$ cat src/rtl/alu_pkg.sv
// Shared datapath ALU constants and saturation helpers.
package alu_pkg;

  localparam int ALU_WIDTH = 16;
  localparam int CLA_GROUP = 4;
  localparam int SAT_W_MAX = 64;

  // Largest positive two's-complement value of width w: {0, all 1s}
  function automatic logic [SAT_W_MAX-1:0] sat_max(input int w);
    logic [SAT_W_MAX-1:0] v;
    v = '0;
    for (int i = 0; i < SAT_W_MAX; i++) begin
      if (i < w - 1) v[i] = 1'b1;
    end
    return v;
  endfunction

  function automatic logic [SAT_W_MAX-1:0] sat_min(input int w);
    logic [SAT_W_MAX-1:0] v;
    v = '0;
    for (int i = 0; i < SAT_W_MAX; i++) begin
      if (i == w - 1) v[i] = 1'b1;
    end
    return v;
  endfunction

endpackage

$ cat src/rtl/cla_group.sv
// Combinational GROUP-bit carry-lookahead slice; also exports group
// propagate/generate so a second lookahead level can be added later.
module cla_group #(
  parameter int GROUP = 4
) (
  input  logic [GROUP-1:0] a,
  input  logic [GROUP-1:0] b,
  input  logic             cin,
  output logic [GROUP-1:0] s,
  output logic             cout,
  output logic             p,
  output logic             g
);

  logic [GROUP-1:0] prop;
  logic [GROUP-1:0] gen;
  logic [GROUP:0]   carry;

  assign prop = a ^ b;
  assign gen  = a & b;

  always_comb begin
    carry    = '0;
    carry[0] = cin;
    for (int i = 0; i < GROUP; i++) begin
      carry[i+1] = gen[i] | (prop[i] & carry[i]);
    end
  end

  // Group generate is the carry-out the slice would produce with cin=0
  always_comb begin
    g = 1'b0;
    for (int i = 0; i < GROUP; i++) begin
      g = gen[i] | (prop[i] & g);
    end
  end

  assign p    = &prop;
  assign s    = prop ^ carry[GROUP-1:0];
  assign cout = carry[GROUP];

endmodule

$ cat src/rtl/cla_addsub_pipe.sv
// Pipelined carry-lookahead adder/subtractor, one lookahead group per stage,
// with optional signed saturation and a valid/ready handshake.
module cla_addsub_pipe
  import alu_pkg::*;
#(
  parameter int WIDTH = ALU_WIDTH,
  parameter int GROUP = CLA_GROUP
) (
  input  logic             clk,
  input  logic             rst,
  input  logic             in_valid,
  output logic             in_ready,
  input  logic [WIDTH-1:0] a,
  input  logic [WIDTH-1:0] b,
  input  logic             sub,
  input  logic             sat,
  output logic             out_valid,
  input  logic             out_ready,
  output logic [WIDTH-1:0] sum,
  output logic             cout,
  output logic             ovfl
);

  localparam int STAGES = WIDTH / GROUP;
  localparam int LAST   = STAGES - 1;
  localparam logic [WIDTH-1:0] SAT_POS = WIDTH'(sat_max(WIDTH));
  localparam logic [WIDTH-1:0] SAT_NEG = WIDTH'(sat_min(WIDTH));

  if (GROUP < 1 || WIDTH < GROUP || (WIDTH % GROUP) != 0) begin : g_param_check
    $error("cla_addsub_pipe: WIDTH (%0d) must be a positive multiple of GROUP (%0d)",
           WIDTH, GROUP);
  end

  logic             adv;
  logic [WIDTH-1:0] bb_in;

  // Stage k's combinational inputs (cur_*) come from the port for k=0 and
  // from the st_* register of stage k-1 otherwise.
  logic             cur_v   [STAGES];
  logic [WIDTH-1:0] cur_a   [STAGES];
  logic [WIDTH-1:0] cur_b   [STAGES];
  logic [WIDTH-1:0] cur_s   [STAGES];
  logic             cur_c   [STAGES];
  logic             cur_sat [STAGES];
  logic [WIDTH-1:0] nxt_s   [STAGES];
  logic [GROUP-1:0] grp_s   [STAGES];
  logic             grp_c   [STAGES];
  logic             lookahead_unused_p [STAGES];
  logic             lookahead_unused_g [STAGES];

  logic             st_v   [STAGES];
  logic [WIDTH-1:0] st_a   [STAGES];
  logic [WIDTH-1:0] st_b   [STAGES];
  logic [WIDTH-1:0] st_s   [STAGES];
  logic             st_c   [STAGES];
  logic             st_sat [STAGES];

  logic [WIDTH-1:0] raw;
  logic             raw_ovfl;
  logic [WIDTH-1:0] result;

  assign adv      = !out_valid || out_ready;
  assign in_ready = adv;
  assign bb_in    = sub ? ~b : b;

  for (genvar k = 0; k < STAGES; k++) begin : g_stage
    localparam logic [WIDTH-1:0] GMASK = WIDTH'({GROUP{1'b1}}) << (k * GROUP);

    if (k == 0) begin : g_first
      assign cur_v[k]   = in_valid;
      assign cur_a[k]   = a;
      assign cur_b[k]   = bb_in;
      assign cur_s[k]   = '0;
      assign cur_c[k]   = sub;
      assign cur_sat[k] = sat;
    end else begin : g_next
      assign cur_v[k]   = st_v[k-1];
      assign cur_a[k]   = st_a[k-1];
      assign cur_b[k]   = st_b[k-1];
      assign cur_s[k]   = st_s[k-1];
      assign cur_c[k]   = st_c[k-1];
      assign cur_sat[k] = st_sat[k-1];
    end

    cla_group #(.GROUP(GROUP)) u_group (
      .a    (cur_a[k][k*GROUP +: GROUP]),
      .b    (cur_b[k][k*GROUP +: GROUP]),
      .cin  (cur_c[k]),
      .s    (grp_s[k]),
      .cout (grp_c[k]),
      .p    (lookahead_unused_p[k]),
      .g    (lookahead_unused_g[k])
    );

    assign nxt_s[k] = (cur_s[k] & ~GMASK) | (WIDTH'(grp_s[k]) << (k * GROUP));
  end

  // Overflow is judged on a + bb + cin, which covers subtract without a special case
  assign raw      = nxt_s[LAST];
  assign raw_ovfl = (cur_a[LAST][WIDTH-1] == cur_b[LAST][WIDTH-1]) &&
                    (raw[WIDTH-1] != cur_a[LAST][WIDTH-1]);
  assign result   = (cur_sat[LAST] && raw_ovfl) ?
                    (cur_a[LAST][WIDTH-1] ? SAT_NEG : SAT_POS) : raw;

  always_ff @(posedge clk) begin
    if (rst) begin
      for (int k = 0; k < STAGES - 1; k++) begin
        st_v[k] <= 1'b0;
      end
      out_valid <= 1'b0;
      sum       <= '0;
      cout      <= 1'b0;
      ovfl      <= 1'b0;
    end else if (adv) begin
      for (int k = 0; k < STAGES - 1; k++) begin
        st_v[k]   <= cur_v[k];
        st_a[k]   <= cur_a[k];
        st_b[k]   <= cur_b[k];
        st_s[k]   <= nxt_s[k];
        st_c[k]   <= grp_c[k];
        st_sat[k] <= cur_sat[k];
      end
      out_valid <= cur_v[LAST];
      // Result registers keep the last real beat through bubbles
      if (cur_v[LAST]) begin
        sum  <= result;
        cout <= grp_c[LAST];
        ovfl <= raw_ovfl;
      end
    end
  end

endmodule

$ cat config.mk
export PLATFORM = sky130hd
export DESIGN_NAME = cla_addsub_pipe
export DESIGN_NICKNAME = d
export VERILOG_FILES = /design/src/rtl/alu_pkg.sv /design/src/rtl/cla_group.sv /design/src/rtl/cla_addsub_pipe.sv
export SDC_FILE = /design/constraint.sdc
export NUM_CORES = 1
export LEC_CHECK = 0
export ABC_AREA = 1
export CELL_PAD_IN_SITES_DETAIL_PLACEMENT = 0
export CELL_PAD_IN_SITES_GLOBAL_PLACEMENT = 1
export CORE_UTILIZATION = 48
export CTS_BUF_LIST = sky130_fd_sc_hd__clkbuf_8 sky130_fd_sc_hd__clkbuf_16
export CTS_CLUSTER_DIAMETER = 120
export CTS_CLUSTER_SIZE = 10
export DETAILED_ROUTE_END_ITERATION = 10
export MAX_ROUTING_LAYER = met4
export PLACE_DENSITY_LB_ADDON = 0.2
export SETUP_SLACK_MARGIN = 0.15
export SLEW_MARGIN = 20
export SYNTH_ARGS = -nofsm -noshare
export SYNTH_HDL_FRONTEND = slang
export SYNTH_SLANG_ARGS = --single-unit
$ cat constraint.sdc
create_clock -name clk -period 7.3 [get_ports clk]
set_clock_uncertainty 0.2 [all_clocks]
set_input_delay 1.46 -clock clk [delete_from_list [all_inputs] [get_ports clk]]
set_output_delay 1.46 -clock clk [all_outputs]
set_load 0.1 [all_outputs]
==> metrics.txt <==
xor/xnor share of the synthesized area 0.0362; count of different cell masters after synthesis 24; maximum number of pins on one net before global-route repair 79; clock transition at the register clock pins on the worst setup and hold paths after CTS 90 ps; Max Clock Freq 205 MHz; worst setup path endpoint in_ready; share of total power in sequential cells 0.590; number of fill cells 625; power per cell area 248 mW/mm^2; crit path kind input pin to primary output; clk sink count 100; clock tree from TritonCTS built; detailed-route DRC error count 0; final max-slew violation count 0; Site Rows 32; Reg2Reg Capture Point sum[5]$_SDFFE_PP0P_; horizontal die dimension 91.8 um; netlist area before placement 0.00387 mm^2; number of warnings reported in the yosys synthesis log 0; wire length of the first global-routing pass 9.32 mm; clock buffers created by TritonCTS 9; critical-path maximum fanout 3; GRT busiest layer met2; max-capacitance violation count 0; clock latency at the later pin of the worst-skew pair 350 ps; antenna violations before repair 0; required arrival time at the worst endpoint 5640 ps; worst setup path startpoint out_ready; net switching share of the total power 0.254; number of inserted diodes 0; most area-hungry cell type in the Yosys netlist sky130_fd_sc_hd__edfxtp_1; count of boundary I/O pins 58; Layout Cells excl Fill 422; met3 global-route usage 0.0315; Slew HR 0.334; number of global-route vias before repair 2038; top cells by count, synth sky130_fd_sc_hd__edfxtp_1, sky130_fd_sc_hd__inv_1, sky130_fd_sc_hd__dfxtp_1; Core Footprint 0.00777 mm^2; total nets after synthesis 306; design internal power 0.873 mW; share of the clock period used by the worst path 0.668; layout overhead on the synthesized area 21.8%; number of enable-type register cells in the synthesized netlist 81; crit path capture type primary output; Post-Synthesis Cells 252; RSZ-0062 raised after global routing false; source of the worst register-to-register timing path st_c[0][2]$_DFFE_PP_; layout cell share with drive strength beyond 1 0.138; Pleak 1.82 nW; Finish-stage setup viols 0; DR WL/cell 12.6 um; count of vias placed by the detailed router 1953; area share of and/or/nand/nor cells after synthesis 0.0401; buffer count from post-CTS setup fixing 0; initial detailed-routing violation count 61; setup slack of the worst register-to-register path 4180 ps; vertical extent of the die 91.8 um; Worst Tran Pin Value 996 ps; Mean Syn Cell Area 15.4 um^2; status finished, final reports clean; global routing usage on met2 0.249; maximum root-to-sink buffer count 2; grt total ovfl 0; area fraction in compound gates after synthesis 0.0588; portion of total power attributed to the clock network 0.271; Final Hold Violating Endpoints 0; area fraction of the dominant cell type after synthesis 0.628; Main synth FF type sky130_fd_sc_hd__edfxtp_1; met1 GRT Util 0.177; # resized after CTS 0; async set-reset flop share out of synthesis 0; cell with the most instances after synthesis sky130_fd_sc_hd__edfxtp_1; total negative slack for setup checks 0 ps; Max H-tree Level 3; post-synthesis adder-cell area fraction 0.0808; clk root buf sky130_fd_sc_hd__clkbuf_8; Max IR drop VDD 101 uV; cell types with the largest area share after synthesis sky130_fd_sc_hd__edfxtp_1, sky130_fd_sc_hd__dfxtp_1, sky130_fd_sc_hd__fa_1; pre-CTS setup slack 2420 ps; weighted congestion at the end of routability-driven global placement 0.749; Port Buffer Count 57; count of antenna-violating nets left after detailed routing 0; Total Die Area 0.00843 mm^2; Global Route Usage Sum 0.150; P_sw 0.297 mW; drt total wl 5.32 mm; worst hold path type flop to flop; multiplexer share of the synthesized area 0.00258; utilization of the core after routing 0.607; half-perimeter wire length after placement 3.42 mm; min cycle time layout 4880 ps; crit path DAT 3220 ps; via-per-instance ratio 4.63; r2r worst-path depth 11; startpoint type of the worst setup path input pin; DP Cell Count 406; part of the total power dissipated in combinational logic 0.139; sequential-to-total area share from yosys stat 0.726; worst path setup slack after routing 2420 ps; dominant combinational cell family by area after synthesis adder cells; effective utilization at floorplan 0.499; post-cts hold buffer count 0; count of nets after finishing 369; flops & latches, synth 100; TritonRoute pass-1 iters 4
## state kept, by name, summed over array words and instances (netlist names)
register / flops
cout: 1
out_valid: 1
ovfl: 1
st_a: 24
st_b: 24
st_c: 3
st_s: 24
st_sat: 3
st_v: 3
sum: 16
## cells by family (layout without fill, tap and decap cells)
logic type               count (synthesis)  count (layout)
XOR/XNOR                                16              16
AND/OR/NAND/NOR                         31              31
buffers and inverters                   51             119
AO/OA/AOI/OAI                           37              37
flip-flops                             100             100
multiplexers                             1               1
adder cells (fa/ha/maj)                 16              16
## through the flow
| step | power, mW | hold WS [ps] | instance area [um^2] |
|---|---|---|---|
| final | 1.17 | 221 | 4720 |
| after global placement | 0.863 | 201 | 4540 |
| after detailed placement | 0.871 | 205 | 4540 |
| after CTS | 1.19 | 223 | 4720 |
| after floorplan | 0.817 | 200 | 3870 |
| after global routing | 1.23 | 231 | 4720 |
## cell type report
type,count,area [um^2],share of cell area
flip-flops and latches,100,2810,0.596
multi-input cells,101,846,0.179
repair buffers,59,586,0.124
inverters,44,165,0.0350
clock buffers,11,151,0.0321
well taps,102,128,0.0270
clock inverters,5,30.0,0.00636
## power by group through the flow
stage | combinational, mW | sequential [mW] | clock [mW]
final | 0.163 | 0.690 | 0.316
after global placement | 0.162 | 0.701 | 0
after floorplan | 0.0730 | 0.744 | 0
after CTS | 0.167 | 0.691 | 0.328
after detailed placement | 0.167 | 0.704 | 0
after global routing | 0.182 | 0.695 | 0.351
## worst min-delay path by stage
stage,start,end,cells after the start
2_1_floorplan,st_a[0][8]$_DFFE_PP_,st_a[0][24]$_DFFE_PP_,0
3_3_place_gp,st_a[0][12]$_DFFE_PP_,st_a[0][28]$_DFFE_PP_,0
3_5_place_dp,st_s[0][1]$_DFFE_PP_,st_s[0][17]$_DFFE_PP_,0
4_1_cts,st_s[0][0]$_DFFE_PP_,st_s[0][16]$_DFFE_PP_,0
5_1_grt,st_s[0][1]$_DFFE_PP_,st_s[0][17]$_DFFE_PP_,0
6_report,st_s[0][3]$_DFFE_PP_,st_s[0][19]$_DFFE_PP_,0
## metal layers
layer / vias to the layer above / wire length [um]
met5: - / 0
met4: 0 / 89
met3: 8 / 178
met1: 936 / 2290
li1: 965 / -
met2: 44 / 2770
## critical path, cell delays in order
cell	delay (ps)
sky130_fd_sc_hd__clkdlybuf4s50_1	480
sky130_fd_sc_hd__inv_2	50
sky130_fd_sc_hd__nand2_1	90
sky130_fd_sc_hd__clkdlybuf4s50_1	1140
## cell usage in the layout, fill, tap and decap left out, drive strengths merged
master / synthesis / final
a21oi: 19 / 19
a31oi: 1 / 1
buf: 6 / 2
clkbuf: 1 / 11
clkdlybuf4s50: 0 / 57
clkinv: 0 / 1
clkinvlp: 0 / 1
dfxtp: 19 / 19
edfxtp: 81 / 81
fa: 15 / 15
ha: 1 / 1
inv: 44 / 47
mux2i: 1 / 1
nand2: 20 / 20
nand3: 2 / 2
nand4: 2 / 2
nor2: 7 / 7
o21ai: 17 / 17
xnor2: 2 / 2
xor2: 14 / 14
Power figures use the tool's default switching activity.
